==> src/rtl/adc_averager_if.sv <==
// Sample-in / average-out bus for adc_averager.
// Signal names follow the upstream ADC stage naming.
interface adc_averager_if;
    logic        response_valid_out;
    logic [11:0] ADC_out;
    logic        clear;
    logic [11:0] avg_out;
    logic [15:0] voltage_mV;
    logic        avg_valid;
    logic        filled;

    // Upstream stage: drives samples and flushes, observes the averaged result
    modport master (
        output response_valid_out,
        output ADC_out,
        output clear,
        input  avg_out,
        input  voltage_mV,
        input  avg_valid,
        input  filled
    );

    // Averager side
    modport slave (
        input  response_valid_out,
        input  ADC_out,
        input  clear,
        output avg_out,
        output voltage_mV,
        output avg_valid,
        output filled
    );
endinterface

==> src/rtl/adc_averager.sv <==
// Moving-window averager for a 12-bit ADC stream.
// Keeps the last 2^LOG2_DEPTH samples in a circular buffer with a running sum;
// publishes the average and its millivolt equivalent one cycle after each
// sample once the window is full.
module adc_averager #(
    parameter int unsigned LOG2_DEPTH = 4,
    parameter int unsigned VREF_MV    = 5000
) (
    input  logic          MAX10_CLK1_50,
    input  logic          reset,
    adc_averager_if.slave bus_io
);

    localparam int unsigned Depth = 1 << LOG2_DEPTH;
    localparam int unsigned PtrW  = LOG2_DEPTH;
    localparam int unsigned CntW  = LOG2_DEPTH + 1;
    localparam int unsigned SumW  = 12 + LOG2_DEPTH;

    typedef enum logic {StFilling, StRunning} state_e;

    state_e            state_q, state_d;
    logic [11:0]       buf_q [Depth];
    logic [PtrW-1:0]   wr_ptr_q, wr_ptr_d;
    logic [CntW-1:0]   count_q, count_d;
    logic [SumW-1:0]   sum_q, sum_d;
    logic              filled_q, filled_d;
    logic              pend_q, pend_d;
    logic [11:0]       avg_q, avg_d;
    logic [15:0]       volt_q, volt_d;
    logic              avg_valid_q, avg_valid_d;

    logic              accept;
    logic              fill_done;
    logic              upd_en;
    logic [11:0]       old_sample;
    logic [11:0]       avg_next;

    // FSM state register
    always_ff @(posedge MAX10_CLK1_50 or posedge reset) begin
        if (reset) begin
            state_q <= StFilling;
        end else begin
            state_q <= state_d;
        end
    end

    // FSM next state: clear always returns to filling
    always_comb begin
        state_d = state_q;
        if (bus_io.clear) begin
            state_d = StFilling;
        end else if (fill_done) begin
            state_d = StRunning;
        end
    end

    // FSM outputs: sample acceptance and averaged-result request
    always_comb begin
        // clear wins over a coincident strobe; the sample is dropped
        accept    = bus_io.response_valid_out && !bus_io.clear;
        fill_done = (state_q == StFilling) && accept && (count_q == CntW'(Depth - 1));
        upd_en    = accept && ((state_q == StRunning) || fill_done);
    end

    // Window bookkeeping: pointer, fill count, running sum
    always_comb begin
        old_sample = buf_q[wr_ptr_q];
        wr_ptr_d   = wr_ptr_q;
        count_d    = count_q;
        sum_d      = sum_q;
        filled_d   = filled_q;
        pend_d     = upd_en;
        if (bus_io.clear) begin
            wr_ptr_d = '0;
            count_d  = '0;
            sum_d    = '0;
            filled_d = 1'b0;
        end else if (accept) begin
            wr_ptr_d = wr_ptr_q + PtrW'(1);
            if (state_q == StFilling) begin
                // Buffer slots are untouched until written, so stale data never enters the sum
                count_d = count_q + CntW'(1);
                sum_d   = sum_q + SumW'(bus_io.ADC_out);
                if (fill_done) begin
                    filled_d = 1'b1;
                end
            end else begin
                sum_d = sum_q + SumW'(bus_io.ADC_out) - SumW'(old_sample);
            end
        end
    end

    // Window state registers
    always_ff @(posedge MAX10_CLK1_50 or posedge reset) begin
        if (reset) begin
            wr_ptr_q <= '0;
            count_q  <= '0;
            sum_q    <= '0;
            filled_q <= 1'b0;
            pend_q   <= 1'b0;
        end else begin
            wr_ptr_q <= wr_ptr_d;
            count_q  <= count_d;
            sum_q    <= sum_d;
            filled_q <= filled_d;
            pend_q   <= pend_d;
        end
    end

    // Sample buffer; contents are never reset
    always_ff @(posedge MAX10_CLK1_50) begin
        if (accept) begin
            buf_q[wr_ptr_q] <= bus_io.ADC_out;
        end
    end

    // Result computation from the sum registered on the previous edge
    always_comb begin
        avg_next    = sum_q[LOG2_DEPTH +: 12];
        avg_d       = avg_q;
        volt_d      = volt_q;
        avg_valid_d = pend_q;
        if (pend_q) begin
            avg_d  = avg_next;
            volt_d = 16'((44'(avg_next) * 44'(VREF_MV)) >> 12);
        end
    end

    // Result registers; hold between updates
    always_ff @(posedge MAX10_CLK1_50 or posedge reset) begin
        if (reset) begin
            avg_q       <= '0;
            volt_q      <= '0;
            avg_valid_q <= 1'b0;
        end else begin
            avg_q       <= avg_d;
            volt_q      <= volt_d;
            avg_valid_q <= avg_valid_d;
        end
    end

    // Drive bus outputs
    always_comb begin
        bus_io.avg_out    = avg_q;
        bus_io.voltage_mV = volt_q;
        bus_io.avg_valid  = avg_valid_q;
        bus_io.filled     = filled_q;
    end

endmodule

==> src/flat_wrapper.sv <==
// flat-port wrapper written by rule: the top's interface ports become plain ports
module adc_averager_flat 
#(
    parameter int unsigned LOG2_DEPTH = 4,
    parameter int unsigned VREF_MV    = 5000
)
  (MAX10_CLK1_50, reset, bus_io_response_valid_out, bus_io_ADC_out, bus_io_clear, bus_io_avg_out, bus_io_voltage_mV, bus_io_avg_valid, bus_io_filled);
  adc_averager_if bus_io_i ();
  input  logic MAX10_CLK1_50;
  input  logic reset;
  input wire logic [$bits(bus_io_i.response_valid_out)-1:0] bus_io_response_valid_out;
  input wire logic [$bits(bus_io_i.ADC_out)-1:0] bus_io_ADC_out;
  input wire logic [$bits(bus_io_i.clear)-1:0] bus_io_clear;
  output wire logic [$bits(bus_io_i.avg_out)-1:0] bus_io_avg_out;
  output wire logic [$bits(bus_io_i.voltage_mV)-1:0] bus_io_voltage_mV;
  output wire logic [$bits(bus_io_i.avg_valid)-1:0] bus_io_avg_valid;
  output wire logic [$bits(bus_io_i.filled)-1:0] bus_io_filled;
  assign bus_io_i.response_valid_out = bus_io_response_valid_out;
  assign bus_io_i.ADC_out = bus_io_ADC_out;
  assign bus_io_i.clear = bus_io_clear;
  assign bus_io_avg_out = bus_io_i.avg_out;
  assign bus_io_voltage_mV = bus_io_i.voltage_mV;
  assign bus_io_avg_valid = bus_io_i.avg_valid;
  assign bus_io_filled = bus_io_i.filled;
  adc_averager #(.LOG2_DEPTH(LOG2_DEPTH), .VREF_MV(VREF_MV)) u_core (.MAX10_CLK1_50(MAX10_CLK1_50), .reset(reset), .bus_io(bus_io_i));
endmodule
==> config.mk <==
export PLATFORM = sky130hd
export DESIGN_NAME = adc_averager_flat
export DESIGN_NICKNAME = d
export VERILOG_FILES = /design/src/rtl/adc_averager_if.sv /design/src/rtl/adc_averager.sv /design/src/flat_wrapper.sv
export SDC_FILE = /design/constraint.sdc
export NUM_CORES = 1
export LEC_CHECK = 0
export ABC_CLOCK_PERIOD_IN_PS = 10000
export CORE_ASPECT_RATIO = 0.5
export CORE_MARGIN = 2
export CORE_UTILIZATION = 50
export DETAILED_ROUTE_END_ITERATION = 8
export PLACE_DENSITY = 0.67
export SKIP_LAST_GASP = 1
export SYNTH_ARGS = -nofsm -noshare
export SYNTH_HDL_FRONTEND = slang
export SYNTH_SLANG_ARGS = --single-unit
export TNS_END_PERCENT = 50
==> constraint.sdc <==
create_clock -name MAX10_CLK1_50 -period 10 [get_ports MAX10_CLK1_50]
set_clock_uncertainty 0.05 [all_clocks]
set_input_delay 2 -clock MAX10_CLK1_50 [delete_from_list [all_inputs] [get_ports MAX10_CLK1_50]]
set_output_delay 2 -clock MAX10_CLK1_50 [all_outputs]
set_load 0.05 [all_outputs]
==> summary.txt, run 1 <==
Run status
  – Status: finished clean

Global routing
  – Pin count of the biggest net entering global routing: 55
  – Vias in the first global route: 7341
  – Gr usage total: 20.8%
  – Total grt overflow: 0
  – First-pass GRT wire length: 41800 um
  – Initial antenna violation count: 0

Layout
  – Most common cell after layout, fill and taps aside: edfxtp_1
  – Synth-to-layout area growth: 12.7%
  – Inserted Diodes: 0
  – Layout Utilization: 57.2%
  – Commonest cells after routing, fill and taps aside: 192 x edfxtp_1, 89 x inv_1, 88 x ha_1, 59 x mux4_2, 58 x nor2_1
  – Final #Nets: 1044
  – Layout cells sized above 1: 16.9%

Detailed routing
  – Via count: 7314
  – Routed Antenna Nets: 0
  – WL/cell: 21.1 um
  – DRC errors left: 0
  – Drt pass-1 iters: 5
  – Vias/cell: 5.73
  – Total wire length: 26900 um
  – Iter 0 DRT Violations: 522

Pwr
  – Net Sw Power: 783 uW
  – Sequential Power Share: 42.6%
  – Pwr Density: 190 nW/um^2
  – Comb power frac: 23.4%
  – Clock power share: 34.0%
  – Max VDD drop: 0.131 mV
  – Sw Share: 28.8%
  – Total Power: 2.72 mW
  – P_int: 1.93 mW
  – Pleak: 5.52 nW

Synth
  – Distinct cells, synth: 67
  – Most used DFF post-synth: edfxtp_1
  – Top post-synthesis cells by area: edfxtp_1 45%, dfrtp_1 11%, mux4_2 10%
  – Synth Area per Inst: 14.6 um^2
  – Yosys top cell by area: edfxtp_1
  – Async S/R FF share, synth: 22.0%
  – Sequential area share after synthesis: 56.0%
  – Seq cells post-synth: 246
  – Mapped Cells: 872
  – Post-synth top area share: 45.3%
  – Mapped cell area: 12700 um^2
  – Post-synth EDFFs: 192
  – Synth warnings: 0

Floorplan
  – Die height: 117 um
  – Total die area: 26800 um^2
  – Core area: 25100 um^2
  – Io pins: 46
  – Die Width: 230 um
  – Row Count: 41
  – Initial Util: 50.7%

Setup path
  – Crit path to: u_core.sum_q[15]
  – Reg2reg start: u_core.wr_ptr_q[0]
  – Critical path class: in2reg
  – Reg2reg path depth: 14
  – Critical R2R Capture: u_core.sum_q[15]
  – Max FO, Critical Path: 17
  – Worst-path cell chain: clkdlybuf4s50_1, ha_1, nand2_2, o31a_1, o21a_1, o211ai_1, inv_1, ha_1, nand2b_1, nor3_1, or3b_1, a21oi_1, a221oi_1, or4_1, nand4_1, mux2_1
  – CP endpoint kind: register
  – Worst Setup SP: bus_io_ADC_out[3]
  – Required @ worst endpoint: 10.37 ns
  – CP startpoint kind: input port
  – Worst path max stage delay: 0.77 ns
  – Worst path slowest cell: clkdlybuf4s50_1
  – Critical Path Most Common Cell: ha_1
  – R2r setup slk: 4.55 ns
  – Worst Path Arrival: 6.75 ns

Placed design
  – HPWL Detailed: 17200 um
  – Gpl congestion: 0.891
  – IO buf count: 42

Clock network
  – Hold-fix buffers at CTS: 0
  – Root Driver: clkbuf_16
  – Clock Sinks: 246
  – Resized Gates After CTS: 0
  – Clock Latency Late Sink: 0.55 ns
  – # H-tree levels: 1
  – Maximum clock path buffer count: 3
  – Number of buffers created by CTS: 23
  – Post-CTS Setup Inserts: 0
  – CTS tree: built
  – Reg clk slew, reported paths: 0.06 ns

Timing
  – Final Max Tran Viols: 0
  – TNS Setup: 0 ns
  – Hold Vio Cnt, Final: 0
  – Worst Tran Pin Value: 1.12 ns
  – RSZ-0062 raised after global routing: no
  – Post-layout min period: 6.38 ns
  – Tcrit/Tclk final: 63.8%
  – Final Setup Violations: 0
  – Rel. slew slack: 25.2%
  – Fmax: 157 MHz

Run
  – MaxCap Viol Count: 0

Worst hold path
  – Hold crit path type: reg2reg
-- worst max-delay path, delay by kind of cell --
kind | cells | cell delay, ns
muxes | 1 | 0.32
and+or+nand+nor | 6 | 1.67
AOI/OAI and AO/OA | 5 | 1.16
buffers and inverters | 2 | 0.85
adders and majority gates | 2 | 0.75
-- synth_stat cells (2+ instances only) --
| cell type | n |
|---|---|
| o21a_1 | 10 |
| o2111ai_1 | 2 |
| fa_1 | 24 |
| clkbuf_8 | 2 |
| buf_1 | 10 |
| nand2b_1 | 11 |
| a21oi_1 | 23 |
| o21ai_0 | 21 |
| mux2_2 | 23 |
| buf_6 | 2 |
| xor2_1 | 10 |
| nand4_1 | 4 |
| o211ai_1 | 2 |
| ha_1 | 88 |
| a21o_1 | 4 |
| and3_1 | 3 |
| nand3_1 | 9 |
| dfrtp_1 | 54 |
| xnor2_1 | 23 |
| o21ai_1 | 3 |
| nor3_1 | 14 |
| edfxtp_1 | 192 |
| a31oi_1 | 6 |
| mux4_2 | 59 |
| o21bai_1 | 2 |
| a211oi_1 | 8 |
| clkbuf_1 | 15 |
| nand2_1 | 20 |
| buf_4 | 3 |
| mux2i_1 | 12 |
| nand3b_1 | 2 |
| nor2b_1 | 9 |
| mux2_1 | 3 |
| or3_1 | 3 |
| inv_1 | 90 |
| or2_2 | 3 |
| a311oi_1 | 4 |
| a41oi_1 | 2 |
| nor2_1 | 69 |
-- metal layers --
metal / up-vias / track usage [%] / share of wire [%]
li1: 3312 / - / -
met3: 57 / 4.17 / 6.1
met1: 3728 / 28.3 / 44
met2: 217 / 34.2 / 46
met5: - / 1.04 / 0
met4: 0 / 6.62 / 3.3
-- final cells by class --
| type | count | area [um^2] |
|---|---|---|
| Sequential cell | 246 | 7120 |
| Multi-Input combinational cell | 504 | 5170 |
| Timing Repair Buffer | 50 | 480 |
| Clock inverter | 17 | 206 |
| Clock buffer | 25 | 583 |
| Fill cell | 1936 | 10700 |
| Tap cell | 344 | 430 |
| Inverter | 91 | 342 |
-- power groups by stage --
stage	sequential (mW)	clock, mW	combinational (mW)
final	1.16	0.924	0.636
after global routing	1.16	0.981	0.722
after CTS	1.16	0.939	0.639
after detailed placement	1.18	0	0.630
after global placement	1.18	0	0.615
after floorplan	1.20	0	0.464
-- metrics by stage --
step / cells / setup WS, ns / instance area, um^2 / hold WS, ns
after global placement: 1235 / 3.42 / 13500 / 0.439
after CTS: 1277 / 3.73 / 14300 / 0.460
after detailed placement: 1235 / 3.17 / 13500 / 0.445
after global routing: 1277 / 3.42 / 14300 / 0.471
final: 1277 / 3.62 / 14300 / 0.454
after floorplan: 874 / 4.49 / 12700 / 0.302
-- registers in the layout, summed over array words and instances (netlist names) --
name	count
u_core.sum_q	16
u_core.bus_io.avg_out	12
u_core.buf_q	192
u_core.bus_io.filled	1
u_core.count_q	5
u_core.bus_io.avg_valid	1
u_core.state_q	1
u_core.bus_io.voltage_mV	13
u_core.wr_ptr_q	4
u_core.avg_valid_d	1
-- worst min path at each step --
| stage | from | to | slack (ns) | cells past startpoint |
|---|---|---|---|---|
| final | u_core.bus_io.voltage_mV[3] | u_core.bus_io.voltage_mV[3] | 0.45 | 1 |
| after global routing | u_core.bus_io.avg_out[0] | u_core.bus_io.avg_out[0] | 0.47 | 1 |
| after CTS | u_core.bus_io.voltage_mV[0] | u_core.bus_io.voltage_mV[0] | 0.46 | 1 |
| after detailed placement | u_core.bus_io.voltage_mV[0] | u_core.bus_io.voltage_mV[0] | 0.45 | 1 |
| after global placement | u_core.bus_io.avg_out[4] | u_core.bus_io.avg_out[4] | 0.44 | 1 |
| after floorplan | u_core.avg_valid_d | u_core.bus_io.avg_valid | 0.30 | 0 |
-- logic make-up (layout without fill, tap and decap cells) --
logic type | count (synthesis) | after routing | synth area share, %
simple gates | 155 | 155 | 5.74
compound gates | 103 | 103 | 5.72
flops | 246 | 246 | 56.0
xor+xnor | 34 | 34 | 2.40
other cells | 1 | 3 | 0.0295
mux | 97 | 97 | 13.7
buf+inv | 124 | 183 | 4.03
fa+ha+maj | 112 | 112 | 12.4
Power figures use the tool's default switching activity.
==> inputs of run 2 (changes only) <==
Settings changed: ABC_CLOCK_PERIOD_IN_PS 10000 to 5900.
Clock period 10 ns to 5.9 ns, I/O delays scaled along.
==> run 2 against run 1 <==
Compared with the run above:
- hold slack worse by 0.00077 ns
- global-route usage up 0.20 points
- core utilization up 0.47 points
- count of clock-buffer cells in the layout up 3
- flip-flop and latch count unchanged
- sequential share of layout area down 0.40 points
- largest power group unchanged
- first-iteration DRC count down 0.77%
==> summary.txt, run 2 (synthesized netlist as in run 1, its figures left out) <==
Clock network
  – Clock Latency Late Sink: 0.55 ns (about the same)
  – CTS tree: built (unchanged)
  – Maximum clock path buffer count: 3 (unchanged)
  – Reg clk slew, reported paths: 0.06 ns (about the same)
  – Resized Gates After CTS: 0 (unchanged)
  – Post-CTS Setup Inserts: 0 (unchanged)
  – Number of buffers created by CTS: 24 (was 23)
  – Hold-fix buffers at CTS: 0 (unchanged)
  – Clock Sinks: 246 (unchanged)
  – Root Driver: clkbuf_16 (unchanged)
  – # H-tree levels: 1 (unchanged)

Detailed routing
  – Via count: 7272 (was 7314)
  – Routed Antenna Nets: 0 (unchanged)
  – DRC errors left: 0 (unchanged)
  – Drt pass-1 iters: 5 (unchanged)
  – Iter 0 DRT Violations: 518 (was 522)
  – Vias/cell: 5.62 (was 5.73)
  – Total wire length: 27100 um (was 26900 um)
  – WL/cell: 20.9 um (was 21.1 um)

Layout
  – Layout cells sized above 1: 18.3% (was 16.9%)
  – Synth-to-layout area growth: 13.7% (was 12.7%)
  – Most common cell after layout, fill and taps aside: edfxtp_1 (unchanged)
  – Inserted Diodes: 0 (unchanged)
  – Top reg by flops: u_core.buf_q (unchanged)
  – Final #Nets: 1060 (was 1044)
  – Fin area: 14500 um^2 (was 14300 um^2)
  – Max reg flops: 192 (unchanged)
  – Filler cells: 1959 (was 1936)
  – Commonest cells after routing, fill and taps aside: 192 x edfxtp_1, 89 x inv_1, 88 x ha_1, 59 x mux4_2, 58 x nor2_1 (unchanged)

Floorplan
  – Total die area: 26800 um^2 (unchanged)
  – Initial Util: 50.7% (unchanged)
  – Row Count: 41 (unchanged)
  – Core area: 25100 um^2 (unchanged)
  – Die height: 117 um (unchanged)
  – Die Width: 230 um (unchanged)
  – Io pins: 46 (unchanged)

Pwr
  – Sw Share: 28.5% (was 28.8%)
  – Clock power share: 33.5% (was 34.0%)
  – P_int: 3.27 mW (was 1.93 mW)
  – Comb power frac: 23.5% (was 23.4%)
  – Net Sw Power: 1.30 mW (was 783 uW)
  – Pwr Density: 316 nW/um^2 (was 190 nW/um^2)
  – Sequential Power Share: 42.9% (was 42.6%)
  – Pleak: 5.59 nW (was 5.52 nW)
  – Max VDD drop: 0.222 mV (was 0.131 mV)

Setup path
  – CP endpoint kind: register (unchanged)
  – Max FO, Critical Path: 6 (was 17)
  – Worst Path Arrival: 5.69 ns (was 6.75 ns)
  – Critical path class: reg2reg (was in2reg)
  – CP startpoint kind: register (was input port)
  – R2r setup slk: 0.58 ns (was 4.55 ns)
  – Required @ worst endpoint: 6.27 ns (was 10.37 ns)

Run
  – MaxCap Viol Count: 0 (unchanged)

Global routing
  – Pin count of the biggest net entering global routing: 55 (unchanged)
  – Initial antenna violation count: 0 (unchanged)
  – Vias in the first global route: 7227 (was 7341)
  – First-pass GRT wire length: 42100 um (was 41800 um)
  – Total grt overflow: 0 (unchanged)
  – Gr usage total: 21.0% (was 20.8%)

Placed design
  – Area post-placement: 13700 um^2 (was 13500 um^2)
  – HPWL Detailed: 17500 um (was 17200 um)
  – Gpl congestion: 0.875 (was 0.891)
  – IO buf count: 42 (unchanged)

Timing
  – Tcrit/Tclk final: 90.1%
  – Hold Vio Cnt, Final: 0 (unchanged)
  – Rel. slew slack: 27.1% (was 25.2%)
  – Final Max Tran Viols: 0 (unchanged)
  – RSZ-0062 raised after global routing: no (unchanged)
  – TNS Setup: 0 ns (unchanged)
  – Worst Tran Pin Value: 1.09 ns (was 1.12 ns)
  – Final Setup Violations: 0 (unchanged)
  – Fmax: 188 MHz
  – Post-layout min period: 5.32 ns

Worst hold path
  – Hold crit path type: reg2reg (unchanged)

Run status
  – Status: finished clean (unchanged)
-- run 2: layout make-up --
| type | instances | area [um^2] | area share, % |
|---|---|---|---|
| tap | 344 | 430 | 2.98 |
| clock inverter | 15 | 173 | 1.19 |
| timing repair buffer | 65 | 593 | 4.10 |
| sequential | 246 | 7120 | 49.3 |
| clock buffer | 28 | 616 | 4.26 |
| multi-input combinational | 504 | 5180 | 35.8 |
| inverter | 91 | 342 | 2.36 |
-- run 2: critical path: stages (launching register included) --
cell	delay (ns)
dfrtp_1	0.49
inv_1	0.17
fa_1	0.55
inv_1	0.04
ha_1	0.26
inv_1	0.05
fa_1	0.52
inv_1	0.04
ha_1	0.27
inv_1	0.05
fa_1	0.49
inv_1	0.04
ha_1	0.33
and3_1	0.16
a21oi_1	0.27
o21ai_0	0.21
a211oi_1	0.34
nor2_1	0.11
o21a_1	0.20
or3_1	0.31
a31o_2	0.25
-- run 2: power by group through the flow --
stage               Combinational (mW)  Sequential [mW]  Clock, mW
floorplan                        0.787             2.03          0
global placement                  1.05             2.00          0
detailed placement                1.07             2.00          0
CTS                               1.08             1.97       1.56
global route                      1.22             1.97       1.65
finish                            1.08             1.96       1.53
-- run 2: worst paths after layout --
check	cells past startpoint	end	startpoint
max reg2reg	20	u_core.bus_io.voltage_mV[10]	u_core.sum_q[8]
min in group asynchronous	3	u_core.bus_io.avg_out[3]	reset
max in group asynchronous	3	u_core.wr_ptr_q[0]	reset
max	20	u_core.bus_io.voltage_mV[10]	u_core.sum_q[8]
min	1	u_core.bus_io.voltage_mV[3]	u_core.bus_io.voltage_mV[3]
min reg2reg	1	u_core.bus_io.voltage_mV[3]	u_core.bus_io.voltage_mV[3]
-- run 2: stage by stage --
step | utilization, % | setup slack [ns] | cells | hold WS (ns) | power [mW]
after floorplan | - | 1.04 | 874 | 0.302 | 2.81
after global placement | 54.5 | 0.255 | 1250 | 0.440 | 3.05
after detailed placement | 54.5 | 0.153 | 1250 | 0.445 | 3.07
after CTS | 57.6 | 0.542 | 1293 | 0.458 | 4.61
after global routing | 57.6 | 0.261 | 1293 | 0.469 | 4.84
final | 57.6 | 0.582 | 1293 | 0.454 | 4.57
-- run 2: per-layer routing --
metal	up-vias	global-route usage, %	part of all wire, %
met2	242	36.0	48
met5	-	0	0
met1	3635	28.2	43
met4	0	4.85	2.2
li1	3347	-	-
met3	48	4.09	6.7
==> inputs of run 3 (changes only) <==
Settings changed: CAP_MARGIN from default to 40.
==> run 3 against run 2 <==
Compared with the run above:
- register-to-register slack gained 0.02 ns
- global-route usage grew 0.061 points
- power shrank 2.4%
- first-iteration DRC count grew 11%
- die area is the same
- combinational power is essentially flat
- critical path depth is the same
- critical path type unchanged
==> summary.txt, run 3 (synthesized netlist as in run 1, its figures left out) <==
Timing
  – Worst Tran Pin Value: 0.854 ns (was 1.09 ns)
  – Hold Vio Cnt, Final: 0 (unchanged)
  – Tcrit/Tclk final: 89.8% (was 90.1%)
  – Rel. slew slack: 43.1% (was 27.1%)
  – Fmax: 189 MHz (was 188 MHz)
  – RSZ-0062 raised after global routing: no (unchanged)
  – TNS Setup: 0 ns (unchanged)
  – Post-layout min period: 5.30 ns (was 5.32 ns)
  – Fin worst setup slack: 0.604 ns (was 0.582 ns)
  – Final Setup Violations: 0 (unchanged)
  – Final Max Tran Viols: 0 (unchanged)

Run
  – MaxCap Viol Count: 0 (unchanged)

Detailed routing
  – Total wire length: 27300 um (was 27100 um)
  – WL/cell: 20.8 um (was 20.9 um)
  – Routed Antenna Nets: 0 (unchanged)
  – Vias/cell: 5.62 (about the same)
  – DRC errors left: 0 (unchanged)
  – Drt pass-1 iters: 5 (unchanged)
  – Via count: 7365 (was 7272)
  – Iter 0 DRT Violations: 573 (was 518)

Floorplan
  – Initial Util: 50.7% (unchanged)
  – Io pins: 46 (unchanged)
  – Total die area: 26800 um^2 (unchanged)
  – Core area: 25100 um^2 (unchanged)
  – Die height: 117 um (unchanged)
  – Die Width: 230 um (unchanged)
  – Row Count: 41 (unchanged)

Setup path
  – CP startpoint kind: register (unchanged)
  – Worst Path Arrival: 5.67 ns (was 5.69 ns)
  – Critical R2R Capture: u_core.bus_io.voltage_mV[10] (unchanged)
  – Max FO, Critical Path: 6 (unchanged)
  – Critical path class: reg2reg (unchanged)
  – Crit path to: u_core.bus_io.voltage_mV[10] (unchanged)
  – Reg2reg start: u_core.sum_q[8] (unchanged)
  – R2r setup slk: 0.60 ns (was 0.58 ns)
  – CP endpoint kind: register (unchanged)
  – Required @ worst endpoint: 6.28 ns (was 6.27 ns)
  – Reg2reg path depth: 20 (unchanged)
  – Worst Setup SP: u_core.sum_q[8] (unchanged)

Clock network
  – # H-tree levels: 1 (unchanged)
  – Hold-fix buffers at CTS: 0 (unchanged)
  – Root Driver: clkbuf_16 (unchanged)
  – Maximum clock path buffer count: 3 (unchanged)
  – Clock Sinks: 246 (unchanged)
  – CTS tree: built (unchanged)
  – Number of buffers created by CTS: 24 (unchanged)
  – Post-CTS Setup Inserts: 0 (unchanged)
  – Clock Latency Late Sink: 0.54 ns (was 0.55 ns)
  – Resized Gates After CTS: 0 (unchanged)
  – Reg clk slew, reported paths: 0.06 ns (about the same)

Global routing
  – Total grt overflow: 0 (unchanged)
  – Initial antenna violation count: 0 (unchanged)
  – Gr usage total: 21.0% (about the same)
  – Pin count of the biggest net entering global routing: 55 (unchanged)
  – Vias in the first global route: 7331 (was 7227)
  – First-pass GRT wire length: 42300 um (was 42100 um)

Run status
  – Status: finished clean (unchanged)

Pwr
  – Total Power: 4.46 mW (was 4.57 mW)
  – Pleak: 5.69 nW (was 5.59 nW)
  – Pwr Density: 304 nW/um^2 (was 316 nW/um^2)
  – Max VDD drop: 0.210 mV (was 0.222 mV)

Layout
  – Commonest cells after routing, fill and taps aside: 192 x edfxtp_1, 89 x inv_1, 88 x ha_1, 59 x mux4_2, 58 x nor2_1 (unchanged)
  – Top reg by flops: u_core.buf_q (unchanged)
  – Most common cell after layout, fill and taps aside: edfxtp_1 (unchanged)
  – Max reg flops: 192 (unchanged)
  – Inserted Diodes: 0 (unchanged)
  – Final #Nets: 1077 (was 1060)
  – Layout Utilization: 58.6% (was 57.6%)
  – Synth-to-layout area growth: 15.5% (was 13.7%)
  – Layout cells sized above 1: 19.6% (was 18.3%)

Placed design
  – IO buf count: 42 (unchanged)
  – Post-Place Setup Slack: 0.147 ns (was 0.153 ns)
  – Gpl congestion: 0.875 (unchanged)
  – HPWL Detailed: 19100 um (was 17500 um)

Worst hold path
  – Hold crit path type: reg2reg (unchanged)
[run 3: report_power, final]
part	internal, mW	switching, mW	total [mW]
clock	0.762	0.656	1.42
sequential	1.91	0.0540	1.96
combinational	0.480	0.599	1.08
[run 3: through the flow]
| step | hold WS, ns | area, um^2 | cells |
|---|---|---|---|
| 6_report | 0.453 | 14700 | 1310 |
| 5_1_grt | 0.469 | 14700 | 1310 |
| 4_1_cts | 0.459 | 14700 | 1310 |
| 3_5_place_dp | 0.446 | 14000 | 1267 |
| 3_3_place_gp | 0.440 | 13700 | 1250 |
| 2_1_floorplan | 0.302 | 12700 | 874 |
[run 3: cell type report]
class	instances	area, um^2
clock buffers	32	631
inverters	91	342
well taps	344	430
multi-input cells	504	5180
clock inverters	11	90.1
fillers	1901	10400
flip-flops and latches	246	7120
repair buffers	82	895
[run 3: how the worst min path moves through the flow]
stage	slack, ns	depth (start not counted)	end	start
6_report	0.45	1	u_core.bus_io.voltage_mV[2]	u_core.bus_io.voltage_mV[2]
5_1_grt	0.47	1	u_core.bus_io.voltage_mV[1]	u_core.bus_io.voltage_mV[1]
4_1_cts	0.46	1	u_core.bus_io.voltage_mV[2]	u_core.bus_io.voltage_mV[2]
3_5_place_dp	0.45	1	u_core.bus_io.voltage_mV[2]	u_core.bus_io.voltage_mV[2]
3_3_place_gp	0.44	1	u_core.bus_io.voltage_mV[2]	u_core.bus_io.voltage_mV[2]
2_1_floorplan	0.30	0	u_core.bus_io.avg_valid	u_core.avg_valid_d
[run 3: routing by layer]
metal  vias to the layer above  track usage (%)  wire length, um
met4                         0             6.45              853
met3                        44             4.36             1930
met5                         -                0                0
met1                      3687             28.4            11800
li1                       3393                -                -
met2                       241             35.0            12700
[run 3: worst max-delay path: stages, from the launching register on]
cell	delay, ns
dfrtp_1	0.50
inv_1	0.17
fa_1	0.55
inv_1	0.04
ha_1	0.26
inv_1	0.05
fa_1	0.52
inv_1	0.04
ha_1	0.26
inv_1	0.05
fa_1	0.49
inv_1	0.04
ha_1	0.33
and3_1	0.16
a21oi_1	0.27
o21ai_0	0.21
a211oi_1	0.33
nor2_1	0.11
o21a_1	0.20
or3_1	0.31
a31o_2	0.25
